==> config.mk <==
export PLATFORM = sky130hd
export DESIGN_NAME = c1541_sd_arb_flat
export DESIGN_NICKNAME = d
export VERILOG_FILES = /design/src/rtl/c1541_pkg.sv /design/src/rtl/c1541_sd_if.sv /design/src/rtl/c1541_rr_pick.sv /design/src/rtl/c1541_sd_arb.sv /design/src/flat_wrapper.sv
export SDC_FILE = /design/constraint.sdc
export NUM_CORES = 1
export LEC_CHECK = 0
export BUFFER_PORTS_ARGS = -buffer_cell sky130_fd_sc_hd__buf_4
export CAP_MARGIN = 10
export CORE_MARGIN = 5
export CORE_UTILIZATION = 43
export DETAILED_ROUTE_END_ITERATION = 16
export GPL_TIMING_DRIVEN = 0
export PLACE_DENSITY_LB_ADDON = 0.2
export SLEW_MARGIN = 15
export SYNTH_ARGS = -nofsm -noshare
export SYNTH_HDL_FRONTEND = slang
export SYNTH_SLANG_ARGS = --single-unit
==> constraint.sdc <==
create_clock -name clk_sys -period 2.6 [get_ports clk_sys]
set_clock_uncertainty 0.05 [all_clocks]
set_input_delay 0.52 -clock clk_sys [delete_from_list [all_inputs] [get_ports clk_sys]]
set_output_delay 0.52 -clock clk_sys [all_outputs]
set_load 0.05 [all_outputs]
==> src/rtl/c1541_pkg.sv <==
// Shared types for the c1541 SD channel arbiter.
// Holds the arbiter state enum, drive limit and index-width helper.
package c1541_pkg;

  localparam int C1541_MAX_DRIVES = 4;

  typedef enum logic [1:0] {
    IDLE,
    REQ,
    XFER,
    GAP
  } arb_state_t;

  // Width of a drive index; never zero so 1-drive builds stay legal.
  function automatic int idx_w(input int n);
    return (n > 1) ? $clog2(n) : 1;
  endfunction

endpackage

==> src/rtl/c1541_sd_if.sv <==
// Host-side MiSTer SD block channel (request, ack, buffer bus).
// master: arbiter drives lba/rd/wr/din; slave: host drives ack/buff_wr.
interface c1541_sd_if;
  logic [31:0] sd_lba;
  logic        sd_rd;
  logic        sd_wr;
  logic        sd_ack;
  logic        sd_buff_wr;
  logic [7:0]  sd_buff_din;

  modport master (
    output sd_lba, sd_rd, sd_wr, sd_buff_din,
    input  sd_ack, sd_buff_wr
  );

  modport slave (
    input  sd_lba, sd_rd, sd_wr, sd_buff_din,
    output sd_ack, sd_buff_wr
  );
endinterface

==> src/rtl/c1541_rr_pick.sv <==
// Combinational round-robin picker: first eligible drive after last.
// In: eligible, last. Out: valid, idx.
module c1541_rr_pick
  import c1541_pkg::*;
#(
  parameter int NDRIVES = 4,
  parameter int IW      = idx_w(NDRIVES)
) (
  input  logic [NDRIVES-1:0] eligible,
  input  logic [IW-1:0]      last,
  output logic               valid,
  output logic [IW-1:0]      idx
);

  // Scan farthest-first so the nearest candidate after last wins.
  always_comb begin
    valid = 1'b0;
    idx   = '0;
    for (int k = NDRIVES; k >= 1; k--) begin
      if (eligible[IW'((int'(last) + k) % NDRIVES)]) begin
        valid = 1'b1;
        idx   = IW'((int'(last) + k) % NDRIVES);
      end
    end
  end

endmodule

==> src/rtl/c1541_sd_arb.sv <==
// Round-robin share of one SD block channel among c1541_sd drives.
// Ports: clk_sys, reset_n, drv_* per-drive bus, sd host if, busy.
module c1541_sd_arb
  import c1541_pkg::*;
#(
  parameter int NDRIVES = 4
) (
  input  logic                    clk_sys,
  input  logic                    reset_n,
  input  logic [32*NDRIVES-1:0]   drv_lba,
  input  logic [NDRIVES-1:0]      drv_rd,
  input  logic [NDRIVES-1:0]      drv_wr,
  output logic [NDRIVES-1:0]      drv_ack,
  input  logic [8*NDRIVES-1:0]    drv_buff_din,
  output logic [NDRIVES-1:0]      drv_buff_wr,
  c1541_sd_if.master              sd,
  output logic                    busy
);

  localparam int IW = idx_w(NDRIVES);

  arb_state_t          state_q;
  logic [IW-1:0]       grant_q;
  logic [IW-1:0]       last_q;
  logic [NDRIVES-1:0]  served_q;
  logic [NDRIVES-1:0]  served_d;
  logic [31:0]         lba_q;
  logic                rd_q;
  logic                wr_q;

  logic [31:0]         lba_a [NDRIVES];
  logic [7:0]          din_a [NDRIVES];
  logic [NDRIVES-1:0]  req;
  logic [NDRIVES-1:0]  eligible;
  logic                pick_v;
  logic [IW-1:0]       pick_i;

  for (genvar g = 0; g < NDRIVES; g++) begin : g_unpack
    assign lba_a[g] = drv_lba[32*g +: 32];
    assign din_a[g] = drv_buff_din[8*g +: 8];
  end

  assign req      = drv_rd | drv_wr;
  assign eligible = req & ~served_q;

  c1541_rr_pick #(
    .NDRIVES (NDRIVES),
    .IW      (IW)
  ) u_pick (
    .eligible (eligible),
    .last     (last_q),
    .valid    (pick_v),
    .idx      (pick_i)
  );

  // A drive stays served until it drops both requests, so a held
  // level cannot win a second grant.
  always_comb begin
    served_d = served_q & req;
    if (state_q == XFER && !sd.sd_ack) begin
      served_d[grant_q] = 1'b1;
    end
  end

  always_ff @(posedge clk_sys or negedge reset_n) begin
    if (!reset_n) begin
      state_q  <= IDLE;
      grant_q  <= '0;
      last_q   <= IW'(NDRIVES - 1);
      served_q <= '0;
      lba_q    <= '0;
      rd_q     <= 1'b0;
      wr_q     <= 1'b0;
    end else begin
      served_q <= served_d;
      unique case (state_q)
        IDLE: begin
          if (pick_v) begin
            grant_q <= pick_i;
            last_q  <= pick_i;
            lba_q   <= lba_a[pick_i];
            wr_q    <= drv_wr[pick_i];
            rd_q    <= ~drv_wr[pick_i];
            state_q <= REQ;
          end
        end
        REQ: begin
          if (sd.sd_ack) begin
            rd_q    <= 1'b0;
            wr_q    <= 1'b0;
            state_q <= XFER;
          end
        end
        XFER: begin
          if (!sd.sd_ack) begin
            state_q <= GAP;
          end
        end
        GAP: begin
          state_q <= IDLE;
        end
        default: begin
          state_q <= IDLE;
        end
      endcase
    end
  end

  assign sd.sd_lba      = lba_q;
  assign sd.sd_rd       = rd_q;
  assign sd.sd_wr       = wr_q;
  assign sd.sd_buff_din = din_a[grant_q];
  assign busy           = (state_q != IDLE);

  always_comb begin
    drv_ack     = '0;
    drv_buff_wr = '0;
    if (state_q == XFER) begin
      drv_ack[grant_q]     = sd.sd_ack;
      drv_buff_wr[grant_q] = sd.sd_buff_wr;
    end
  end

endmodule

==> src/flat_wrapper.sv <==
// flat-port wrapper written by rule: the top's interface ports become plain ports
module c1541_sd_arb_flat import c1541_pkg::*;
#(
  parameter int NDRIVES = 4
)
  (clk_sys, reset_n, drv_lba, drv_rd, drv_wr, drv_ack, drv_buff_din, drv_buff_wr, busy, sd_sd_lba, sd_sd_rd, sd_sd_wr, sd_sd_buff_din, sd_sd_ack, sd_sd_buff_wr);
  c1541_sd_if sd_i ();
  input  logic clk_sys;
  input  logic reset_n;
  input  logic [32*NDRIVES-1:0] drv_lba;
  input  logic [NDRIVES-1:0] drv_rd;
  input  logic [NDRIVES-1:0] drv_wr;
  output logic [NDRIVES-1:0] drv_ack;
  input  logic [8*NDRIVES-1:0] drv_buff_din;
  output logic [NDRIVES-1:0] drv_buff_wr;
  output logic busy;
  output wire logic [$bits(sd_i.sd_lba)-1:0] sd_sd_lba;
  output wire logic [$bits(sd_i.sd_rd)-1:0] sd_sd_rd;
  output wire logic [$bits(sd_i.sd_wr)-1:0] sd_sd_wr;
  output wire logic [$bits(sd_i.sd_buff_din)-1:0] sd_sd_buff_din;
  input wire logic [$bits(sd_i.sd_ack)-1:0] sd_sd_ack;
  input wire logic [$bits(sd_i.sd_buff_wr)-1:0] sd_sd_buff_wr;
  assign sd_sd_lba = sd_i.sd_lba;
  assign sd_sd_rd = sd_i.sd_rd;
  assign sd_sd_wr = sd_i.sd_wr;
  assign sd_sd_buff_din = sd_i.sd_buff_din;
  assign sd_i.sd_ack = sd_sd_ack;
  assign sd_i.sd_buff_wr = sd_sd_buff_wr;
  c1541_sd_arb #(.NDRIVES(NDRIVES)) u_core (.clk_sys(clk_sys), .reset_n(reset_n), .drv_lba(drv_lba), .drv_rd(drv_rd), .drv_wr(drv_wr), .drv_ack(drv_ack), .drv_buff_din(drv_buff_din), .drv_buff_wr(drv_buff_wr), .sd(sd_i), .busy(busy));
endmodule
After elaboration in Yosys (flattened, before gate mapping)
Cells that the tools add are included.
Widths: inputs -> output; s select.
Word-level totals
  output and inout port bits: 51
  input bits: 172
  word-level logic and storage cells: 87
  flip-flop bits (word level): 44
Cells by class
  $add $sub $neg: 4
  $lt $le $gt $ge: 9
  equal/unequal tests: 6
  multiplexer cells: 42
  bitwise logic cells: 10
  reduce and logical (&&, ||, !) cells: 9
Operators by type and width (count)
  $bmux 32 s2: 1
  $mux 32: 2
  $mux 1: 17
  $and 4x4->4: 4
  $bmux 8 s2: 1
  $lt 2x4->1 const B: 4
  $mux 8: 2
  $mux 2: 7
  $mux 4: 3
  $bmux 1 s2: 5
  $or 4x4->4: 2
  $pmux 2 s4: 1
  $ge 3x3->1 const B: 2
  $lt 2x3->1 const B: 2
  $not 2->3: 2
  $reduce_and 3->1: 2
  $add 2x1->2 const B: 2
  $add 2x2->2 const B: 2
  $eq 2x2->1 const B: 2
  $ne 2x2->1 const B: 2
  $not 4->4: 1
  $pmux 1 s2: 2
  $reduce_bool 2->1: 2
  $demux 1 s2: 1
  8 further kinds: 9

Longest topological paths before layout
  depth in word-level cells: 14
  gate-level depth with buffers: 8
  gate-level depth less buffers: 7

Modules after synthesis
A second synthesis with hierarchy kept.
Unflattened totals
  cell total of the unflattened synthesis: 206
  area total of the unflattened synthesis: 2940.3 sq um
Modules (own cells, without submodules)
  c1541_sd_arb: seq. area each 1103.6 sq um, times used 1, area an instance 2849.0 sq um, cells an instance 192
  c1541_rr_pick: seq. area each 0.0 sq um, times used 1, area an instance 91.3 sq um, cells an instance 14

Worst setup path before layout
OpenSTA, ideal clock, no wires.
  kind: register to output
  start point: register u_core.grant_q[0]
  end point: output drv_ack[0]
  path buffers: 2
  stages on the path, launching flop included: 4
  slack: 0.102 ns
  data required time: 2.030 ns
  data arrival time: 1.928 ns
  path through: dfrtp_1 clkbuf_1 buf_1 nor3_1
Between the ends
  word-level cells in the longest chain between the ends: 6
  elaborated cells between the ends (all ways): 7
  those cells by class: order compare: 2; mux: 3; bitwise: 1; reduce/logical: 1
RTL lines
  from (decl): RTL line c1541_sd_arb.sv:23  | logic [IW-1:0] grant_q;
  from (signal assigned): RTL line c1541_sd_arb.sv:79  | grant_q <= pick_i;
  $lt 2x3->1 (implied by the code) / $ge 2x1->1 (equally long branches): RTL line c1541_sd_arb.sv:119  | drv_ack[grant_q] = sd.sd_ack;
  $logic_and 1x1->1 (implied by the code): RTL line c1541_sd_arb.sv:119
  $mux 1 (implied by the code): RTL line c1541_sd_arb.sv:119
  $demux 1 s2 (*)
  $and 4x4->4 (no line) (*)
  $mux 4 (*): RTL line c1541_sd_arb.sv:118  | if (state_q == XFER) begin
  to (decl): RTL line flat_wrapper.sv:13  | output logic [NDRIVES-1:0] drv_ack;
Mark *: on every way between the ends. The rest lies on a longest branch, timed or not.

Final worst setup path
  start point: register u_core.grant_q[0]
  end point: output sd_sd_buff_din[4]
Between the ends
  word-level cells in the longest chain between the ends: 4
RTL lines
  $not 2->3 (implied by the code): RTL line c1541_sd_arb.sv:112  | assign sd.sd_buff_din = din_a[grant_q];
  $bmux 8 s2: RTL line c1541_sd_arb.sv:112
  $mux 8 (implied by the code) (2 in a row): RTL line c1541_sd_arb.sv:112
  to (decl): RTL line flat_wrapper.sv:20  | output wire logic [$bits(sd_i.sd_buff_din)-1:0] sd_sd_buff_din;
No other way between the ends. The select of a mux whose other input is x is not followed.

==> results.sh <==
export IMPL_cts_made_buffers=5
export IMPL_pre_cts_ws_ps=105
export IMPL_fin_crit_sh=0.939
export IMPL_die_y_um=97.7
export IMPL_place_area_um2=5100
export IMPL_ctsResizeCount=1
export IMPL_hp_class="in2async"
export IMPL_required_ps=2030
export IMPL_finalHoldViolCount=0
export IMPL_yosys_area_top_type="dfrtp_1"
export IMPL_fin_tns_setup_ps=0
export IMPL_p_leak_nw=2.36
export IMPL_syn_inst=351
export IMPL_layout_min_cycle_time_ps=2440
export IMPL_yosysSeqAreaShare=0.334
export IMPL_synth_avg_cell_area_um2=9.41
export IMPL_cts_buffer_depth=2
export IMPL_grt_overflow=0
export IMPL_async_flop_share=1.00
export IMPL_hpwlAfterDp_mm=9.59
export IMPL_synthFlopType="dfrtp_1"
export IMPL_grt_usage=0.245
export IMPL_postCtsSetupRepairBufs=0
export IMPL_synth_distinct_cells=47
export IMPL_setup_violations=0
export IMPL_grt_max_degree=45
export IMPL_cts_root_buffer="clkbuf_8"
export IMPL_yosys_top_cells_count="nand2_1 (70), dfrtp_1 (42), nor2_1 (42)"
export IMPL_slew_headroom=0.611
export IMPL_stdcell_area_um2=5190
export IMPL_viasPerCell=5.38
export IMPL_drc=0
export IMPL_postCtsHoldBufs=0
export IMPL_crit_type="reg2out"
export IMPL_powerDensity_nw_per_um2=1380
export IMPL_synth_edf_count=0
export IMPL_status="finished, final reports clean"
export IMPL_syn2layout_area_growth_pct=56.9
export IMPL_yosysMostFrequentCell="nand2_1"
export IMPL_grt_pass1_wl_mm=19.1
export IMPL_ys_warnings_count=0
export IMPL_clkSinkCount=44
export IMPL_cp_end_kind="primary output"
export IMPL_worst_ep_arrival_time_ps=1870
export IMPL_cts_tree="done"
export IMPL_nNetsFinal=754
export IMPL_first_iter_violations=85
export IMPL_ys_ff_latch=44
export IMPL_worst_slew_pin_slew_ps=584
export IMPL_drt_first_pass_iters=4
export IMPL_vias=3668
export IMPL_antenna_found_initial=0
export IMPL_wl_per_cell_um=17.4
export IMPL_cts_max_level=2
export IMPL_routed_wl_mm=11.9
export IMPL_synth_top_cell_area_share=0.318
export IMPL_synthTopCellsByArea="dfrtp_1 (32%), a311oi_2 (13%), nand2_1 (8.0%), o21a_1 (7.7%), a211oi_1 (7.3%)"
export IMPL_fillCellCount=631
export IMPL_synth_nets=526
export IMPL_io_buffers=222
export IMPL_postRouteAntennaNets=0
export IMPL_path_max_fanout=10
export IMPL_clk_pin_slew_ps=80
export IMPL_ios=223
export IMPL_fmax_mhz=409
export IMPL_finalPower_w=0.00716
export IMPL_drv_cap=0
export IMPL_initial_core_util=0.434
export IMPL_antenna_cells=0
export IMPL_drive_gt1_frac=0.521
export IMPL_fp_coreArea_um2=7610
export IMPL_slew_violations=0
export IMPL_ir_drop_v=0.000751
export IMPL_die_w_um=97.7
export IMPL_startpoint_type="flop"
export IMPL_layout_setup_ws_ps=158
export IMPL_die_area_um2=9540
export IMPL_rows=32
export IMPL_grt_pass1_vias=3927
export IMPL_place_gp_congestion=0.866
export IMPL_grt_setup_unrepaired="no"
export IMPL_netlist_area_um2=3300
export IMPL_clock_latency_ps=290
## where the power goes
part           leakage [nW]  switching, W  internal, W
Clock                0.0455      0.000231     0.000217
Sequential            0.503      0.000218      0.00106
Combinational          1.81       0.00343      0.00200
## kinds of logic (layout without fill, tap and decap cells)
logic type | count (synthesis) | in the layout | share of synthesized area
adders and majority gates | 3 | 3 | 0.0114
buffers and inverters | 34 | 263 | 0.0583
DFF | 44 | 44 | 0.334
and+or+nand+nor | 130 | 130 | 0.165
AOI/OAI and AO/OA | 128 | 128 | 0.363
muxes | 12 | 12 | 0.0678
## per-layer routing
metal / vias up / part of all wire / GRT usage
met4: 0 / 0.026 / 0.0799
met1: 1708 / 0.38 / 0.280
li1: 1761 / - / -
met3: 24 / 0.089 / 0.0747
met2: 175 / 0.50 / 0.435
met5: - / 0 / 0
## final timing paths
check / start / endpoint / slack (ps) / cells past startpoint
worst min-delay path: reset_n / u_core.served_q[1] / 160 / 1
max in group asynchronous: reset_n / u_core.sd.sd_lba[2] / 1930 / 1
worst max register to register: u_core.last_q[1] / u_core.sd.sd_lba[28] / 330 / 7
worst max-delay path: u_core.grant_q[0] / sd_sd_buff_din[4] / 160 / 3
worst min register to register: u_core.served_q[2] / u_core.served_q[2] / 470 / 2
min in group clk_sys: drv_lba[126] / u_core.sd.sd_lba[30] / 440 / 3
## through the flow
stage / hold WS, ps / cells / utilization
CTS: 192 / 682 / 0.682
global placement: 431 / 675 / 0.670
floorplan: 174 / 351 / -
global route: 213 / 682 / 0.682
detailed placement: 434 / 675 / 0.670
finish: 161 / 682 / 0.682
## flip-flops by register name, summed over array words and instances (netlist names)
register / flops
u_core.sd.sd_rd: 1
u_core.sd.sd_lba: 32
u_core.sd.sd_wr: 1
u_core.grant_q: 2
u_core.served_q: 4
u_core.last_q: 2
u_core.state_q: 2
## final cells by class
cell class | instances | area, µm² | area share
multi-input cells | 273 | 2010 | 0.387
plain buffers | 30 | 179 | 0.0345
repair buffers | 222 | 1670 | 0.321
flip-flops and latches | 44 | 1100 | 0.213
clock buffers | 8 | 90.1 | 0.0174
inverters | 3 | 11.3 | 0.00217
well taps | 102 | 128 | 0.0246
## critical path, stage by stage, from the launching register on
cell and delay (ps):
dfrtp_1 540, buf_2 310, mux4_2 530, buf_4 200
## cell usage in the layout, fill, tap and decap left out, types with 2 or more instances in the layout
| master | instances |
|---|---|
| o21a_1 | 34 |
| dfrtp_1 | 42 |
| nand2_1 | 70 |
| mux4_2 | 8 |
| mux2_2 | 2 |
| buf_6 | 4 |
| buf_4 | 228 |
| a21oi_1 | 3 |
| o21ai_1 | 2 |
| nor2_1 | 42 |
| clkbuf_1 | 11 |
| dfstp_2 | 2 |
| nand2b_1 | 4 |
| o21ba_1 | 2 |
| ha_1 | 3 |
| a311oi_2 | 29 |
| a311oi_1 | 3 |
| nor3_1 | 5 |
| inv_1 | 3 |
| buf_2 | 11 |
| o21bai_1 | 2 |
| o21ai_0 | 8 |
| clkbuf_8 | 6 |
| a21o_1 | 2 |
| a211oi_1 | 32 |
No activity file was read; power rests on OpenSTA's default activity.
